<file path="src/rtl/regfile_wb_arbiter.sv">
// Arbitrates the RegisterFile write port between ALU (A) and load (M) writebacks, each with a 1-entry hold.
// Latency: accept -> write next cycle at the earliest. Optional macro RR_ARB_EN selects round-robin conflicts.
module regfile_wb_arbiter #(
  parameter int DATA_W = 16,
  parameter int REG_W  = 4,
  localparam int NREGS = 2**REG_W
) (
  input  logic              clk,
  input  logic              rst,
  input  logic              a_valid,
  output logic              a_ready,
  input  logic [REG_W-1:0]  a_reg,
  input  logic [DATA_W-1:0] a_data,
  input  logic              m_valid,
  output logic              m_ready,
  input  logic [REG_W-1:0]  m_reg,
  input  logic [DATA_W-1:0] m_data,
  output logic              wr_en,
  output logic [REG_W-1:0]  wr_reg,
  output logic [DATA_W-1:0] wr_data,
  output logic [NREGS-1:0]  pending,
  input  logic [REG_W-1:0]  chk_reg1,
  input  logic [REG_W-1:0]  chk_reg2,
  output logic              hazard1,
  output logic              hazard2
);

  logic              hv_a, hv_m;
  logic [REG_W-1:0]  hreg_a, hreg_m;
  logic [DATA_W-1:0] hdata_a, hdata_m;
  logic              m_older;
  logic              grant_a, grant_m;
  logic              load_a, load_m;
  logic              conflict;

  assign conflict = hv_a && hv_m && (hreg_a != hreg_m);

`ifdef RR_ARB_EN
  logic rr_m;

  always_ff @(posedge clk) begin
    if (!rst) rr_m <= 1'b0;
    else if (conflict) rr_m <= ~rr_m;
  end
`endif

  // Grant depends only on hold state, so a new request can never issue in its accept cycle.
  always_comb begin
    grant_a = 1'b0;
    grant_m = 1'b0;
    if (rst) begin
      if (hv_a && hv_m) begin
        if (!conflict) begin
          grant_m = m_older;
          grant_a = ~m_older;
        end else begin
`ifdef RR_ARB_EN
          grant_m = rr_m;
          grant_a = ~rr_m;
`else
          grant_m = 1'b1;
`endif
        end
      end else begin
        grant_a = hv_a;
        grant_m = hv_m;
      end
    end
  end

  assign a_ready = rst & (~hv_a | grant_a);
  assign m_ready = rst & (~hv_m | grant_m);
  assign load_a  = a_valid & a_ready & (a_reg != '0);
  assign load_m  = m_valid & m_ready & (m_reg != '0);

  assign wr_en   = grant_a | grant_m;
  assign wr_reg  = grant_a ? hreg_a  : (grant_m ? hreg_m  : '0);
  assign wr_data = grant_a ? hdata_a : (grant_m ? hdata_m : '0);

  always_comb begin
    pending = '0;
    if (rst) begin
      if (hv_a) pending[hreg_a] = 1'b1;
      if (hv_m) pending[hreg_m] = 1'b1;
    end
  end

  assign hazard1 = rst && (chk_reg1 != '0) &&
                   ((hv_a && !grant_a && (hreg_a == chk_reg1)) ||
                    (hv_m && !grant_m && (hreg_m == chk_reg1)));
  assign hazard2 = rst && (chk_reg2 != '0) &&
                   ((hv_a && !grant_a && (hreg_a == chk_reg2)) ||
                    (hv_m && !grant_m && (hreg_m == chk_reg2)));

  always_ff @(posedge clk) begin
    if (!rst) begin
      hv_a    <= 1'b0;
      hv_m    <= 1'b0;
      hreg_a  <= '0;
      hreg_m  <= '0;
      hdata_a <= '0;
      hdata_m <= '0;
      m_older <= 1'b0;
    end else begin
      if (load_a) begin
        hv_a    <= 1'b1;
        hreg_a  <= a_reg;
        hdata_a <= a_data;
      end else if (grant_a) begin
        hv_a <= 1'b0;
      end
      if (load_m) begin
        hv_m    <= 1'b1;
        hreg_m  <= m_reg;
        hdata_m <= m_data;
      end else if (grant_m) begin
        hv_m <= 1'b0;
      end
      // The hold that survives this edge unissued is older than a freshly loaded one.
      if (load_a && load_m) m_older <= 1'b1;
      else if (load_a)      m_older <= hv_m & ~grant_m;
      else if (load_m)      m_older <= ~(hv_a & ~grant_a);
    end
  end

endmodule

</file>
<file path="config.mk">
export PLATFORM = sky130hd
export DESIGN_NAME = regfile_wb_arbiter
export DESIGN_NICKNAME = d
export VERILOG_FILES = /design/src/rtl/regfile_wb_arbiter.sv
export SDC_FILE = /design/constraint.sdc
export NUM_CORES = 1
export LEC_CHECK = 0
export ABC_CLOCK_PERIOD_IN_PS = 2700
export BUFFER_PORTS_ARGS = -buffer_cell sky130_fd_sc_hd__buf_2
export CORE_ASPECT_RATIO = 0.5
export CORE_MARGIN = 3
export CORE_UTILIZATION = 53
export CTS_CLUSTER_SIZE = 24
export DETAILED_ROUTE_END_ITERATION = 10
export PLACE_DENSITY = 0.85
export SLEW_MARGIN = 25
export SYNTH_ARGS = -nofsm -noshare
export SYNTH_HDL_FRONTEND = slang
export SYNTH_SLANG_ARGS = --single-unit
export TNS_END_PERCENT = 50
</file>
<file path="constraint.sdc">
create_clock -name clk -period 2.7 [get_ports clk]
set_input_delay 0.27 -clock clk [delete_from_list [all_inputs] [get_ports clk]]
set_output_delay 0.27 -clock clk [all_outputs]
set_load 0.02 [all_outputs]
</file>
==> results of run 1 <==
[worst max path at each step]
stage                                       from          to  slack (ns)  depth (start not counted)
after global placement    hreg_a[2]$_SDFFE_PN0P_     hazard1        0.38                          6
after CTS                 hreg_a[0]$_SDFFE_PN0P_  wr_data[5]        0.03                          6
after detailed placement  hreg_a[2]$_SDFFE_PN0P_     hazard2        0.36                          6
after floorplan                              rst     hazard1        0.56                          7
after global routing      hreg_a[2]$_SDFFE_PN0P_   wr_reg[1]        0.02                          7
final                     hreg_m[1]$_SDFFE_PN0P_  wr_data[3]        0.08                          7
[worst reg2reg max path, stage by stage (launching register included)]
cell and delay (ns):
dfxtp_1 0.56, xnor2_1 0.16, and3_1 0.27, a31oi_4 0.73, nor3b_1 0.11, o31a_1 0.30
[routing by layer]
| layer | wire length, um | global-route usage | part of all wire |
|---|---|---|---|
| met1 | 2960 | 0.272 | 0.43 |
| met2 | 3420 | 0.450 | 0.50 |
| met3 | 452 | 0.0542 | 0.066 |
| met4 | 46 | 0.0530 | 0.0067 |
| met5 | 0 | 0 | 0 |
[sequential cells by signal, summed over array words and instances, names as in the netlist]
name / flops
hreg_m: 4
hv_a: 1
m_older: 1
hdata_m: 16
hv_m: 1
hreg_a: 4
hdata_a: 16
[logic make-up (layout without fill, tap and decap cells)]
family / count (synthesis) / after routing / synth area share
compound gates: 56 / 56 / 0.179
xor+xnor: 19 / 19 / 0.0688
buf+inv: 30 / 114 / 0.0629
flops: 43 / 43 / 0.341
mux: 36 / 36 / 0.143
simple gates: 109 / 109 / 0.206
[placed cells by master, fill, tap and decap left out, drive strengths merged, types with 3 or more instances in the layout]
cell type,n
a21oi,4
a22o,19
a31oi,4
and2,9
buf,101
clkbuf,7
dfxtp,43
inv,5
mux2i,36
nand2,8
nand2b,6
nand3,7
nor2,55
nor2b,3
nor3,4
nor4,7
o22a,5
o22ai,10
or2,3
or3,3
xor2,17
[area by class of cell]
cell class | count | area share
inverter | 5 | 0.00604
sequential | 43 | 0.278
multi-input combinational | 220 | 0.493
tap | 66 | 0.0266
clock inverter | 1 | 0.00161
clock buffer | 7 | 0.0245
timing repair buffer | 101 | 0.170
[power by group]
| group | internal [uW] | total, uW | switching (uW) |
|---|---|---|---|
| Clock | 182 | 392 | 211 |
| Combinational | 143 | 329 | 186 |
| Sequential | 675 | 719 | 43.3 |
[what timing repair did]
action | CTS | global route
buffers inserted | 0 | 0
endpoints found under the hold margin | 0 | 0
gates resized for setup | 0 | 5
endpoints found under the setup margin | 0 | 21
hold buffers | 0 | 0
[through the flow]
stage | worst slack [ns] | hold slack, ns | instances | instance area, um^2
floorplan | 0.558 | 0.414 | 293 | 2530
global placement | 0.378 | 0.474 | 435 | 3010
detailed placement | 0.360 | 0.485 | 435 | 3010
CTS | 0.0265 | 0.211 | 443 | 3090
global route | 0.0225 | 0.221 | 443 | 3110
finish | 0.0846 | 0.213 | 443 | 3110
==> results.yml, run 1 <==
layout:
  seq_area_um2: 865
  num-nets-final: 428
  diodes: 0
  syn_to_final_growth_pct: 23.0
  final_layout_size_suffix_gt1_frac: 0.318
  final_core_util: 0.693
  fillers: 368
  multi_input_area_um2: 1530
clocking:
  cts_sinks: 43
  cts_tree: "built"
  clockBufferDepth: 2
  cts_max_level: 2
  clock_latency_ns: 0.29
  clkTransAtPathRegs_ns: 0.08
  cts_made_buffers: 5
  cts_root_buffer: "clkbuf_8"
logic_synthesis:
  ys_top_cells_by_area: "dfxtp_1 34%, mux2i_1 14%, nor2_1 8.0%, a22o_1 6.6%, xor2_1 5.5%"
  synth-async-reset-ratio: 0
  synth-seq-area-share: 0.341
  synth-seq-cells: 43
  synthFlopType: "dfxtp_1"
  yosysTopAreaCell: "dfxtp_1"
  synth_fp_nets: 345
  yosysWarnings: 0
  yosysMostFrequentCell: "nor2_1"
  synth-edff-count: 0
  synth_common_cells: "54 x nor2_1, 43 x dfxtp_1, 36 x mux2i_1, 19 x a22o_1, 16 x xor2_1"
  synthCells: 293
  synth_cell_types: 43
  synth.top_cell.area_share: 0.341
  syn_area_um2: 2530
  syn_area_per_cell_um2: 8.63
power_and_ir_drop:
  power_density_nw_per_um2: 463
  peakVddDrop_mv: 0.338
  power.leakage_uw: 0.00149
  power_uw: 1440
place:
  dp_hpwl_um: 5050
  place_congestion: 0.912
  port_buffers: 92
worst_setup_path:
  cp_top_family: "flip-flops"
  start_kind: "flop"
  endpoint_kind: "output pin"
  worstPathRequired_ns: 2.43
  cp_max_fo: 19
  path_cells: "xnor2_1, nand3_1, o21ai_0, and3_1, buf_4, a22o_1, buf_2"
  ff2ff_path_depth: 5
  cp.arrival_ns: 2.35
  rrSetupSlack_ns: 0.46
  crit_type: "flop to output pin"
  cpMaxStageDelayCell: "dfxtp_1"
  critical_path.max_stage_delay_ns: 0.57
  r2r_end: "m_older$_SDFFE_PN0P_"
  regToRegStartpoint: "hreg_a[2]$_SDFFE_PN0P_"
  path_buf_inv: 2
timing:
  min_period_ns: 2.62
  finalCritPeriodShare: 0.969
  slew_viol_final: 0
  fmax_mhz: 382
  timing.clock.skew_ns: 0.00604
  rsz0062_at_grt: "false"
  hold_viol_final: 0
  tightest_slew_ns: 0.915
  setup-violations-final: 0
  final.setup.tns_ns: 0
  relSlewSlack: 0.390
detailed_routing:
  drt_iter0_markers: 134
  drc: 0
  wire_per_inst_um: 15.5
  via_per_inst: 5.54
  ant_nets: 0
  first_pass_iters: 4
  wl_um: 6880
  dr_total_vias: 2454
global_routing:
  grt_use_total: 0.232
  grt_max_degree: 23
  antenna_found_initial: 0
  grt_overflow: 0
  grt_pass1_vias: 2254
  grt_pass1_wl_um: 10500
floorplan:
  initial_core_util: 0.563
  ios: 93
  coreArea_um2: 4490
  dieWidth_um: 104
  dieArea_um2: 5680
  die_h_um: 54.8
  rows: 17
job:
  maxCapViolations: 0
min_path:
  hp-class: "input pin to flop"
  holdPathStages: 3
  holdCritStartpoint: "m_data[4]"
  min_to: "hdata_m[4]$_SDFFE_PN0P_"
status:
  status: "complete, no violations"
Power figures use the tool's default switching activity.
==> run 2: changes to the inputs <==
--- a/config.mk
+++ b/config.mk
@@ -5,7 +5,7 @@
 export SDC_FILE = /design/constraint.sdc
 export NUM_CORES = 1
 export LEC_CHECK = 0
-export ABC_CLOCK_PERIOD_IN_PS = 2700
+export ABC_CLOCK_PERIOD_IN_PS = 3400
 export BUFFER_PORTS_ARGS = -buffer_cell sky130_fd_sc_hd__buf_2
 export CORE_ASPECT_RATIO = 0.5
 export CORE_MARGIN = 3
==> constraint.sdc (replaced) <==
create_clock -name clk -period 3.4 [get_ports clk]
set_input_delay 0.34 -clock clk [delete_from_list [all_inputs] [get_ports clk]]
set_output_delay 0.34 -clock clk [all_outputs]
set_load 0.02 [all_outputs]
==> results.yml, run 2 (synthesized netlist as in run 1, its figures left out) <==
timing:
  final.setup.tns_ns: 0
  min_period_ns: 3.10
  hold_viol_final: 0
  relSlewSlack: 0.461
  fmax_mhz: 323
  worst_hold_slack_ns: 0.275
  slew_viol_final: 0
  tightest_slew_ns: 0.808
  timing.clock.skew_ns: 0.0101
  rsz0062_at_grt: "false"
  setup-violations-final: 0
  finalCritPeriodShare: 0.912
layout:
  final_cells: 439
  final_common_cell: "buf_2"
  mostFrequentLayoutCells: "92 x buf_2, 54 x nor2_1, 43 x dfxtp_1"
  largestRegisters: "hdata_a: 16 flops, hdata_m: 16 flops"
  final_cell_area_um2: 3120
  fillers: 361
  num-nets-final: 424
  diodes: 0
  seq_area_um2: 861
  final_layout_size_suffix_gt1_frac: 0.303
  syn_to_final_growth_pct: 23.3
  multi_input_area_um2: 1520
clocking:
  cts_max_level: 2
  clockBufferDepth: 2
  clkTransAtPathRegs_ns: 0.08
  hold_buffers: 0
  cts_made_buffers: 5
  cts_sinks: 43
  cts_root_buffer: "clkbuf_8"
  cts_setup_buffers: 0
  clock_latency_ns: 0.30
  cts_tree: "built"
  cts_resized: 0
worst_setup_path:
  critical_path.max_stage_delay_ns: 0.69
  crit_type: "flop to output pin"
  cp_max_fo: 19
  cp.arrival_ns: 2.76
  cpMaxStageDelayCell: "and3_1"
  endpoint_kind: "output pin"
  start_kind: "flop"
  path_cells: "nor2b_1, or3_4, o21ai_0, and3_1, a22o_1, buf_2"
  worstPathRequired_ns: 3.06
global_routing:
  grt_pass1_vias: 2332
  grt_max_degree: 31
  grt_overflow: 0
  grt_pass1_wl_um: 10700
  antenna_found_initial: 0
  grt_use_total: 0.239
detailed_routing:
  drt_iter0_markers: 118
  drc: 0
  first_pass_iters: 4
  wire_per_inst_um: 16.0
  wl_um: 7040
  dr_total_vias: 2510
  via_per_inst: 5.72
  ant_nets: 0
job:
  maxCapViolations: 0
floorplan:
  ios: 93
  initial_core_util: 0.563
  rows: 17
  dieWidth_um: 104
  coreArea_um2: 4490
  die_h_um: 54.8
  dieArea_um2: 5680
power_and_ir_drop:
  p_sw_uw: 353
  power.share.sequential: 0.446
  power_density_nw_per_um2: 414
  power.leakage_uw: 0.00149
  intPower_uw: 938
  combPwrFrac: 0.194
  switching_share: 0.273
  peakVddDrop_mv: 0.304
  pwr-share-clk: 0.361
place:
  dp_hpwl_um: 5100
  place_congestion: 0.875
  dp_cells: 431
  port_buffers: 92
  dpl_cell_area_um2: 2980
min_path:
  hp-class: "input pin to flop"
status:
  status: "complete, no violations"
[run 2: critical path: cells and delay by family (launching register included)]
family	cells	cell delay, ns
simple gates	3	1.22
flops	1	0.58
compound gates	2	0.49
buf+inv	1	0.17
[run 2: path summary, 6_finish.rpt]
kind	start	endpoint	slack, ns	cells after the start
max	hreg_m[0]$_SDFFE_PN0P_	wr_data[15]	0.30	6
min	m_data[7]	hdata_m[7]$_SDFFE_PN0P_	0.28	3
max reg2reg	hreg_a[2]$_SDFFE_PN0P_	hdata_a[6]$_SDFFE_PN0P_	1.12	6
min reg2reg	hdata_m[7]$_SDFFE_PN0P_	hdata_m[7]$_SDFFE_PN0P_	0.50	2
[run 2: metal layers]
metal | part of all wire | wire (um) | GRT usage | vias to the layer above
li1 | - | - | - | 1204
met1 | 0.41 | 2860 | 0.263 | 1178
met2 | 0.50 | 3550 | 0.468 | 118
met3 | 0.082 | 577 | 0.0671 | 10
met4 | 0.0072 | 51 | 0.0751 | 0
met5 | 0 | 0 | 0 | -
[run 2: through the flow]
| stage | setup slack (ns) | total power [uW] | util |
|---|---|---|---|
| 3_5_place_dp | 0.673 | 831 | 0.665 |
| 5_1_grt | 0.138 | 1350 | 0.694 |
| 6_report | 0.300 | 1290 | 0.694 |
| 3_3_place_gp | 0.757 | 818 | 0.665 |
| 2_1_floorplan | 1.12 | 751 | - |
| 4_1_cts | 0.329 | 1290 | 0.694 |
[run 2: cell type report]
| class | instances | share of cell area |
|---|---|---|
| Clock buffer | 6 | 0.0233 |
| Inverter | 5 | 0.00602 |
| Tap cell | 66 | 0.0265 |
| Sequential cell | 43 | 0.276 |
| Clock inverter | 2 | 0.0193 |
| Timing Repair Buffer | 97 | 0.160 |
| Multi-Input combinational cell | 220 | 0.489 |
[run 2: power by group through the flow]
stage          Combinational [uW]  Clock, uW  Sequential [uW]
2_1_floorplan                 193          0              559
3_3_place_gp                  235          0              584
3_5_place_dp                  245          0              586
4_1_cts                       248        468              574
5_1_grt                       271        497              580
6_report                      250        466              576
==> run 3: changes to the inputs <==
--- a/config.mk
+++ b/config.mk
@@ -5,14 +5,14 @@
 export SDC_FILE = /design/constraint.sdc
 export NUM_CORES = 1
 export LEC_CHECK = 0
-export ABC_CLOCK_PERIOD_IN_PS = 3400
+export ABC_CLOCK_PERIOD_IN_PS = 3150
 export BUFFER_PORTS_ARGS = -buffer_cell sky130_fd_sc_hd__buf_2
 export CORE_ASPECT_RATIO = 0.5
 export CORE_MARGIN = 3
-export CORE_UTILIZATION = 53
+export CORE_UTILIZATION = 50
 export CTS_CLUSTER_SIZE = 24
 export DETAILED_ROUTE_END_ITERATION = 10
-export PLACE_DENSITY = 0.85
+export PLACE_DENSITY = 0.81
 export SLEW_MARGIN = 25
 export SYNTH_ARGS = -nofsm -noshare
 export SYNTH_HDL_FRONTEND = slang
==> constraint.sdc (replaced) <==
create_clock -name clk -period 3.15 [get_ports clk]
set_input_delay 0.315 -clock clk [delete_from_list [all_inputs] [get_ports clk]]
set_output_delay 0.315 -clock clk [all_outputs]
set_load 0.02 [all_outputs]
==> results.yml, run 3 (synthesized netlist as in run 1, its figures left out) <==
timing:
  finalCritPeriodShare: 0.909
  timing.clock.skew_ns: 0.0103
  rsz0062_at_grt: "false"
  slew_viol_final: 0
  tightest_slew_ns: 0.829
  hold_viol_final: 0
  fmax_mhz: 349
  worst_hold_slack_ns: 0.241
  setup-violations-final: 0
  min_period_ns: 2.86
  relSlewSlack: 0.447
  final.setup.tns_ns: 0
clocking:
  cts_root_buffer: "clkbuf_8"
  cts_setup_buffers: 0
  clkTransAtPathRegs_ns: 0.09
  cts_made_buffers: 5
  cts_resized: 0
  clockBufferDepth: 2
  cts_sinks: 43
  cts_tree: "built"
  hold_buffers: 0
  cts_max_level: 2
  clock_latency_ns: 0.30
detailed_routing:
  first_pass_iters: 4
  drt_iter0_markers: 98
  wl_um: 7050
  via_per_inst: 5.62
  wire_per_inst_um: 16.0
  ant_nets: 0
  dr_total_vias: 2477
  drc: 0
power_and_ir_drop:
  p_sw_uw: 395
  peakVddDrop_mv: 0.429
  power_uw: 1330
  combPwrFrac: 0.203
  switching_share: 0.297
  pwr-share-clk: 0.331
  intPower_uw: 938
  power.share.sequential: 0.466
  power.leakage_uw: 0.00149
  power_density_nw_per_um2: 428
worst_setup_path:
  cp_top_family: "flip-flops"
  critical_path.max_stage_delay_ns: 0.66
  cp_max_fo: 19
  start_kind: "flop"
  path_cells: "xor2_2, or3_4, o21ai_0, and3_1, buf_4, a22o_1, buf_2"
  path_buf_inv: 2
  cpMaxStageDelayCell: "dfxtp_1"
  worstPathRequired_ns: 2.83
  crit_type: "flop to output pin"
  cp.arrival_ns: 2.55
  endpoint_kind: "output pin"
global_routing:
  antenna_found_initial: 0
  use_met3: 0.0620
  grt_pass1_vias: 2455
  use_met2: 0.412
  grt_max_degree: 39
  grt_overflow: 0
  gr-max-usage-layer: "met2"
  grt_use_total: 0.234
  grt_pass1_wl_um: 11500
  use_met1: 0.284
place:
  port_buffers: 92
  place_congestion: 0.896
  dp_cells: 433
  dp_hpwl_um: 5030
layout:
  diodes: 0
  seq_area_um2: 861
  final_layout_size_suffix_gt1_frac: 0.309
  mostFrequentLayoutCells: "92 x buf_2, 54 x nor2_1, 43 x dfxtp_1"
  num-nets-final: 426
  final_common_cell: "buf_2"
  largestRegisters: "hdata_a: 16 flops, hdata_m: 16 flops"
  fillers: 406
  multi_input_area_um2: 1520
  final_cells: 441
  syn_to_final_growth_pct: 23.2
min_path:
  hp-class: "input pin to flop"
floorplan:
  rows: 17
  die_h_um: 56.3
  dieArea_um2: 6000
  coreArea_um2: 4640
  initial_core_util: 0.545
  ios: 93
  dieWidth_um: 107
job:
  maxCapViolations: 0
status:
  status: "complete, no violations"
==> run 3: cell count changes in the layout (fill, tap and decap cells not counted) <==
| cell | delta |
|---|---|
| buf_4 | +2 |
| inv_6 | +1 |
| clkinv_4 | +1 |
| bufinv_16 | -1 |
| clkbuf_1 | -1 |
==> run 3: final timing paths <==
check / startpoint / end / slack, ns / cells past startpoint
hold reg to reg: hdata_m[10]$_SDFFE_PN0P_ / hdata_m[10]$_SDFFE_PN0P_ / 0.51 / 2
setup reg to reg: hreg_m[3]$_SDFFE_PN0P_ / hdata_m[4]$_SDFFE_PN0P_ / 0.64 / 6
hold / removal: a_data[7] / hdata_a[7]$_SDFFE_PN0P_ / 0.24 / 3
setup / recovery: hreg_m[3]$_SDFFE_PN0P_ / wr_data[2] / 0.29 / 7
==> run 3: power groups by stage <==
stage / combinational, uW / clock [uW] / sequential (uW)
2_1_floorplan: 208 / 0 / 603
3_3_place_gp: 257 / 0 / 631
3_5_place_dp: 267 / 0 / 633
4_1_cts: 269 / 453 / 621
5_1_grt: 294 / 483 / 627
6_report: 270 / 442 / 622
==> run 3: through the flow <==
stage | utilization | instance area [um^2] | setup slack (ns)
floorplan | - | 2530 | 0.918
global placement | 0.647 | 3000 | 0.733
detailed placement | 0.647 | 3000 | 0.657
CTS | 0.672 | 3110 | 0.322
global route | 0.672 | 3110 | 0.160
finish | 0.672 | 3110 | 0.286
==> run 3: layout make-up <==
class                      instances  area share
timing repair buffer              99       0.165
tap                               66      0.0265
inverter                           5     0.00603
clock inverter                     3      0.0153
multi-input combinational        220       0.489
sequential                        43       0.276
clock buffer                       5      0.0221
==> run 3: layer usage <==
layer  routed length [um]  up-vias
li1                     -     1201
met4                   46        0
met1                 2970     1182
met2                 3600       88
met3                  432        6
met5                    0        -
==> run 3: worst min-delay path: stages <==
cell and delay, ns:
buf_2 0.07, mux2i_1 0.05, nor2_1 0.07
